==> config.mk <==
export PLATFORM = sky130hd
export DESIGN_NAME = digit_serial_subtractor
export DESIGN_NICKNAME = d
export VERILOG_FILES = /design/src/rtl/arith_pkg.sv /design/src/rtl/digit_serial_subtractor_digit_sub.sv /design/src/rtl/digit_serial_subtractor.sv
export SDC_FILE = /design/constraint.sdc
export NUM_CORES = 1
export LEC_CHECK = 0
export ABC_AREA = 1
export ABC_CLOCK_PERIOD_IN_PS = 3560
export CORE_MARGIN = 3
export CORE_UTILIZATION = 35
export DETAILED_ROUTE_END_ITERATION = 8
export HOLD_SLACK_MARGIN = 0.12
export PLACE_DENSITY = 0.56
export SLEW_MARGIN = 20
export SYNTH_ARGS = -nofsm -noshare
export SYNTH_HDL_FRONTEND = slang
export SYNTH_SLANG_ARGS = --single-unit
==> constraint.sdc <==
create_clock -name clk -period 3.56 [get_ports clk]
set_clock_uncertainty 0.05 [all_clocks]
set_input_delay 0.356 -clock clk [delete_from_list [all_inputs] [get_ports clk]]
set_output_delay 0.356 -clock clk [all_outputs]
set_load 0.01 [all_outputs]
==> src/rtl/arith_pkg.sv <==
// Shared arithmetic definitions: sequencer state encoding and counter sizing helper.
package arith_pkg;

    typedef enum logic [1:0] {
        ST_IDLE = 2'd0,
        ST_RUN  = 2'd1,
        ST_DONE = 2'd2
    } state_e;

    // Step counter width: $clog2 of the step count, never narrower than one bit.
    function automatic int unsigned cnt_width(input int unsigned n);
        return (n < 2) ? 1 : $clog2(n);
    endfunction

endpackage

==> src/rtl/digit_serial_subtractor_digit_sub.sv <==
// Combinational DIGIT-bit ripple-borrow cell: {b_o, d} = a_d - b_d - b_i.
module digit_sub #(
    parameter int unsigned DIGIT = 1
) (
    input  logic [DIGIT-1:0] a_d,
    input  logic [DIGIT-1:0] b_d,
    input  logic             b_i,
    output logic [DIGIT-1:0] d,
    output logic             b_o
);

    logic brw;

    always_comb begin
        d   = '0;
        brw = b_i;
        for (int unsigned i = 0; i < DIGIT; i++) begin
            d[i] = a_d[i] ^ b_d[i] ^ brw;
            brw  = (~a_d[i] & b_d[i]) | (~(a_d[i] ^ b_d[i]) & brw);
        end
        b_o = brw;
    end

endmodule

==> src/rtl/digit_serial_subtractor.sv <==
// Digit-serial subtractor: diff = a - b - borrow_in, DIGIT bits per clock, LSD first,
// with a start/busy/done handshake and registered results.
module digit_serial_subtractor
    import arith_pkg::*;
#(
    parameter int unsigned WIDTH = 8,
    parameter int unsigned DIGIT = 1
) (
    input  logic             clk,
    input  logic             rst,
    input  logic             start,
    input  logic [WIDTH-1:0] a,
    input  logic [WIDTH-1:0] b,
    input  logic             borrow_in,
    output logic             busy,
    output logic             done,
    output logic [WIDTH-1:0] diff,
    output logic             borrow_out,
    output logic             zero
);

    localparam int unsigned N  = WIDTH / DIGIT;
    localparam int unsigned CW = cnt_width(N);
    localparam logic [CW-1:0] LAST = CW'(N - 1);

    state_e           state_q, state_d;
    logic [CW-1:0]    cnt_q, cnt_d;
    logic [WIDTH-1:0] a_sr_q, a_sr_d;
    logic [WIDTH-1:0] b_sr_q, b_sr_d;
    logic [WIDTH-1:0] r_sr_q, r_sr_d;
    logic             brw_q, brw_d;
    logic             busy_q, busy_d;
    logic             done_q, done_d;
    logic [WIDTH-1:0] diff_q, diff_d;
    logic             borrow_out_q, borrow_out_d;
    logic             zero_q, zero_d;

    logic [DIGIT-1:0]       cell_d;
    logic                   cell_bo;
    logic [WIDTH+DIGIT-1:0] r_cat;
    logic [WIDTH-1:0]       r_next;

    digit_sub #(
        .DIGIT(DIGIT)
    ) u_cell (
        .a_d(a_sr_q[DIGIT-1:0]),
        .b_d(b_sr_q[DIGIT-1:0]),
        .b_i(brw_q),
        .d  (cell_d),
        .b_o(cell_bo)
    );

    // New digit enters at the MSB end; the concatenation also covers DIGIT == WIDTH.
    assign r_cat  = {cell_d, r_sr_q};
    assign r_next = r_cat[WIDTH+DIGIT-1:DIGIT];

    always_comb begin
        state_d      = state_q;
        cnt_d        = cnt_q;
        a_sr_d       = a_sr_q;
        b_sr_d       = b_sr_q;
        r_sr_d       = r_sr_q;
        brw_d        = brw_q;
        busy_d       = busy_q;
        done_d       = done_q;
        diff_d       = diff_q;
        borrow_out_d = borrow_out_q;
        zero_d       = zero_q;

        case (state_q)
            ST_IDLE, ST_DONE: begin
                done_d  = 1'b0;
                state_d = ST_IDLE;
                if (start) begin
                    state_d = ST_RUN;
                    busy_d  = 1'b1;
                    a_sr_d  = a;
                    b_sr_d  = b;
                    brw_d   = borrow_in;
                    cnt_d   = '0;
                end
            end
            ST_RUN: begin
                a_sr_d = a_sr_q >> DIGIT;
                b_sr_d = b_sr_q >> DIGIT;
                r_sr_d = r_next;
                brw_d  = cell_bo;
                cnt_d  = cnt_q + 1'b1;
                if (cnt_q == LAST) begin
                    state_d      = ST_DONE;
                    cnt_d        = '0;
                    busy_d       = 1'b0;
                    done_d       = 1'b1;
                    diff_d       = r_next;
                    borrow_out_d = cell_bo;
                    zero_d       = (r_next == '0);
                end
            end
            default: begin
                state_d = ST_IDLE;
                busy_d  = 1'b0;
                done_d  = 1'b0;
            end
        endcase
    end

    always_ff @(posedge clk or posedge rst) begin
        if (rst) begin
            state_q      <= ST_IDLE;
            cnt_q        <= '0;
            a_sr_q       <= '0;
            b_sr_q       <= '0;
            r_sr_q       <= '0;
            brw_q        <= 1'b0;
            busy_q       <= 1'b0;
            done_q       <= 1'b0;
            diff_q       <= '0;
            borrow_out_q <= 1'b0;
            zero_q       <= 1'b0;
        end else begin
            state_q      <= state_d;
            cnt_q        <= cnt_d;
            a_sr_q       <= a_sr_d;
            b_sr_q       <= b_sr_d;
            r_sr_q       <= r_sr_d;
            brw_q        <= brw_d;
            busy_q       <= busy_d;
            done_q       <= done_d;
            diff_q       <= diff_d;
            borrow_out_q <= borrow_out_d;
            zero_q       <= zero_d;
        end
    end

    assign busy       = busy_q;
    assign done       = done_q;
    assign diff       = diff_q;
    assign borrow_out = borrow_out_q;
    assign zero       = zero_q;

endmodule

==> impl_metrics.py <==
metrics = {
    "placed_design": {
        "dp_cells": 327,
        "place_hpwl_um": 2387,
        "gp_congestion": 0.7013,
        "io_buffers": 31,
        "dpl_worst_slack_ns": 1.901,
        "dpl_cell_area_mm2": 0.002255,
    },
    "worst_hold_path": {
        "min-delay-start": "diff[2]",
        "hold_depth": 2,
        "hold_class": "flip-flop to flip-flop",
        "holdPathEnd": "diff[2]",
    },
    "final_layout": {
        "num_antenna_cells": 0,
        "area_delta_synth_final_pct": 21.85,
        "drive_gt1_frac": 0.09057,
        "fill_cells": 543,
        "fin_util": 0.4505,
        "multi_input_area_um2": 681.9,
        "final_net_count": 287,
        "layout_common_cells": "nand2_1 (91), inv_1 (40), dfrtp_1 (40)",
        "stdcell_count": 335,
        "final_area_mm2": 0.002345,
        "regArea_mm2": 0.001001,
        "layout_commonest_cell": "nand2_1",
    },
    "yosys": {
        "ys_types": 18,
        "synth_warnings": 0,
        "synthCells": 232,
        "yosys_register_bits": 40,
        "syn_nets": 255,
        "syn_area_per_cell_um2": 8.295,
        "yosysSeqAreaShare": 0.5202,
        "syn_area_mm2": 0.001924,
    },
    "clock_network": {
        "clk_latency_ns": 0.29,
        "cts_made_buffers": 5,
        "clk_pin_slew_ns": 0.07,
        "clock_sinks": 40,
        "cts_root_buf": "clkbuf_8",
        "cts_max_level": 2,
        "clock_path_buffers": 2,
        "ctsHoldBuffers": 0,
        "post_cts_buffers": 0,
        "cts_tree": "built",
        "ctsResizeCount": 0,
    },
    "worst_setup_path": {
        "startpoint_type": "flip-flop",
        "path_max_fanout": 3,
        "slowest_stage": "clkdlybuf4s50_1",
        "timing.rr.end": "a_sr_q[1]",
        "arrival_ns": 1.35,
        "regToRegSetupSlack_ns": 1.90,
        "reg2reg_depth": 6,
        "crit_required_ns": 3.15,
        "r2r_start": "done",
        "cp-end-kind": "primary output",
        "worstSetupPathType": "flip-flop to primary output",
        "startpoint": "done",
        "cpLargestDelayFamily": "buffers and inverters",
        "critical_path.cell_chain": "clkdlybuf4s50_1",
        "path_buf_inv": 1,
        "slowest_delay_ns": 0.60,
    },
    "detailed_routing": {
        "routed_via_density": 4.299,
        "antenna_left": 0,
        "drc_errors": 0,
        "drtIter0Drc": 89,
        "routedWlPerCell_um": 10.55,
        "vias": 1440,
        "dr.pass1.iters": 4,
        "drt_wl_total_um": 3534,
    },
    "global_routing": {
        "grt_pass1_wl_um": 6058,
        "grt_usage": 0.1238,
        "grt_overflow_total": 0,
        "antenna_found_initial": 0,
        "grt_pass1_vias": 1286,
        "grt_max_degree": 41,
    },
    "power_and_ir_drop": {
        "power_leakage_nw": 1.239,
        "power.density_mw_per_mm2": 846.7,
        "finalPower_mw": 1.985,
        "vdd.ir_drop.worst_uv": 423.3,
    },
    "sta": {
        "maxSlewHeadroom": 0.6391,
        "rsz0062_at_grt": "false",
        "slew_violations": 0,
        "holdWs_ns": 0.4313,
        "tns_ns": 0,
        "max_clock_freq_mhz": 569.3,
        "setup_viol": 0,
        "worst_slack_ns": 1.803,
        "finalHoldViolCount": 0,
        "final.min_clock_period_ns": 1.757,
        "worst_pin_slew_ns": 0.5395,
        "timing.final.crit_share": 0.4934,
    },
    "die": {
        "start_util": 0.3697,
        "io_pins": 32,
        "die_h_um": 80.15,
        "core_area_mm2": 0.005205,
        "rows": 26,
        "die_area_mm2": 0.006424,
        "fp.dieW_um": 80.15,
    },
    "run": {
        "cap_violations": 0,
    },
    "status": {
        "status": "complete, no violations",
    },
}
## per-layer routing
metal,GRT usage,part of all wire
met5,0,0
met3,0.03251,0.046
met4,0.06081,0.021
met2,0.1846,0.43
met1,0.1651,0.50
## state kept, by name, indices dropped and copies added (netlist names)
register	count
busy	1
a_sr_q	8
r_sr_q	7
zero	1
state_q	1
brw_q	1
b_sr_q	8
cnt_q	3
done	1
diff	8
borrow_out	1
## power breakdown
part | internal, mW | switching, mW
Combinational | 0.360 | 0.532
Sequential | 0.669 | 0.119
Clock | 0.158 | 0.147
Total | 1.19 | 0.798
## area by class of cell
cell class / instances / share of cell area
Clock buffer: 8 / 0.03842
Inverter: 43 / 0.07097
Multi-Input combinational cell: 142 / 0.2908
Sequential cell: 40 / 0.4269
Tap cell: 70 / 0.03735
Timing Repair Buffer: 32 / 0.1355
## cell families (layout without fill, tap and decap cells)
kind of cell,Yosys count,count (layout),share of synthesized area
simple gates,121,121,0.2685
compound gates,18,18,0.06242
fa+ha+maj,3,3,0.02341
flops,40,40,0.5202
buf+inv,50,83,0.1255
## synthesized netlist by cell type, drive strengths merged
master | count | area (um^2)
nand2 | 95 | 376.6
inv | 43 | 166.4
dfrtp | 40 | 1001
nand3 | 19 | 95.09
o21ai | 18 | 120.1
buf | 7 | 75.07
nor2 | 6 | 38.79
ha | 2 | 25.02
fa | 1 | 20.02
or2 | 1 | 6.260
## worst max path at each step
stage | endpoint | slack [ns] | cells after the start
final | done | 1.80 | 1
after detailed placement | a_sr_q[1] | 1.90 | 6
after global placement | cnt_q[0] | 1.93 | 6
after floorplan | a_sr_q[0] | 2.24 | 1
after CTS | done | 1.78 | 1
after global routing | a_sr_q[2] | 1.73 | 6
(Power assumes the default switching activity.)
==> RTL change, RTL diff (config.mk and constraints unchanged) <==
Register the output `zero` once more, cleared by the reset; this adds one clock of latency there. The other outputs are not delayed to match.
--- a/src/rtl/digit_serial_subtractor.sv
+++ b/src/rtl/digit_serial_subtractor.sv
@@ -138,3 +138,9 @@
     assign borrow_out = borrow_out_q;
-    assign zero       = zero_q;
+    always_ff @(posedge clk or posedge rst) begin
+        if (rst) begin
+            zero <= '0;
+        end else begin
+            zero <= zero_q;
+        end
+    end
 
Check against the original RTL: not equivalent (a bounded check fails within 10 cycles, from zero or initial values and one cycle with rst high).
==> RTL change against the unedited design <==
Combinational power decreased by 1%; cell count increased by 0.90%; total power increased by 1.3%; sequential power increased by 2%; synthesized cell count increased by 0.86%; sequential cell count increased by 1; area after synthesis decreased by 0.72%; fmax increased by 4.8%; worst setup slack improved by 0.081 ns; register-to-register slack got worse by 0.02 ns; wire length increased by 1.1%; cell area increased by 0.96%; highest routed layer unchanged; critical endpoint is now cnt_q[0].
==> RTL change: results (changes against the unedited design) <==
Status
  – Status: finished, final reports clean

Layout
  – Sequential share of cell area: 0.433 (+0.00651)
  – Multi-input logic portion of the cell area: 0.280 (-0.0112)
  – Inverters excl. clock: 44 (+2.3%)
  – Non-clk buf share: 0.137 (+0.00188)
  – Buffers, non-clock: 33 (+3.1%)

Drt
  – Routed WL: 3.57 mm (+1.1%)
  – Routed met1 length: 1.84 mm (+3.4%)
  – Initial DRC count: 72 (-19%)
  – Routed wl met2: 1.53 mm (+0.66%)
  – Via-to-Cell Ratio: 4.26 (-0.96%)

Synth
  – Sequential-to-total area share from yosys stat: 0.537 (+0.0168)
  – Top cells by area, synth: dfrtp_1 (54%), nand2_1 (19%), inv_1 (8.3%)
  – Synth top cells by count: nand2_1 (95), inv_1 (42), dfrtp_1 (41), nand3_1 (16), o21ai_0 (10)
  – Synth Register Bits: 41 (+2.5%)
  – Net Count, Synth: 257 (+0.78%)

Placement
  – DP Wirelength: 2.38 mm (-0.49%)
  – Post-DP Area: 0.00227 sq mm (+0.50%)
  – Dpl cells: 330 (+0.92%)

Critical path
  – R2R cell count: 7 (+1)
  – CP max-delay cell: dfrtp_1
  – Reg2reg start: state_q[1]
  – Worst setup endpoint: cnt_q[0]
  – Arr. time, crit path: 1.83 ns (+0.48 ns)

Global route
  – Pin count of the biggest net entering global routing: 42 (+2.4%)
  – GRT Overall Usage: 0.128 (+0.00452)
  – Grt met1 use: 0.181 (+0.0156)

Power and ir drop
  – Leakage: 1.27 nW (+2.5%)
  – Cell Pwr Density: 850 mW/mm^2 (+0.36%)
  – Seq pwr: 805 uW (+2%)
  – Comb group: 879 uW (-1%)

Timing
  – Slew HR: 0.648 (+0.00927)
==> RTL change: cell count changes in the layout (fill, tap and decap cells not counted), moves of 2 or more <==
cell      before  now
nand2_1       91   95
nand3_1       19   16
inv_1         40   42
clkbuf_1       2    0
==> RTL change: through the flow <==
step	setup WS [ns]	hold slack (ns)
3_5_place_dp	1.79	0.321
4_1_cts	1.85	0.339
3_3_place_gp	1.81	0.321
5_1_grt	1.63	0.351
2_1_floorplan	2.21	0.304
6_report	1.88	0.334
==> RTL change: worst min-delay path by stage <==
stage / start / slack (ns) / to / depth (start not counted)
2_1_floorplan: zero_q / 0.30 / zero / 0
3_3_place_gp: zero_q / 0.32 / zero / 0
3_5_place_dp: zero_q / 0.32 / zero / 0
4_1_cts: zero_q / 0.34 / zero / 0
5_1_grt: zero_q / 0.35 / zero / 0
6_report: zero_q / 0.33 / zero / 0
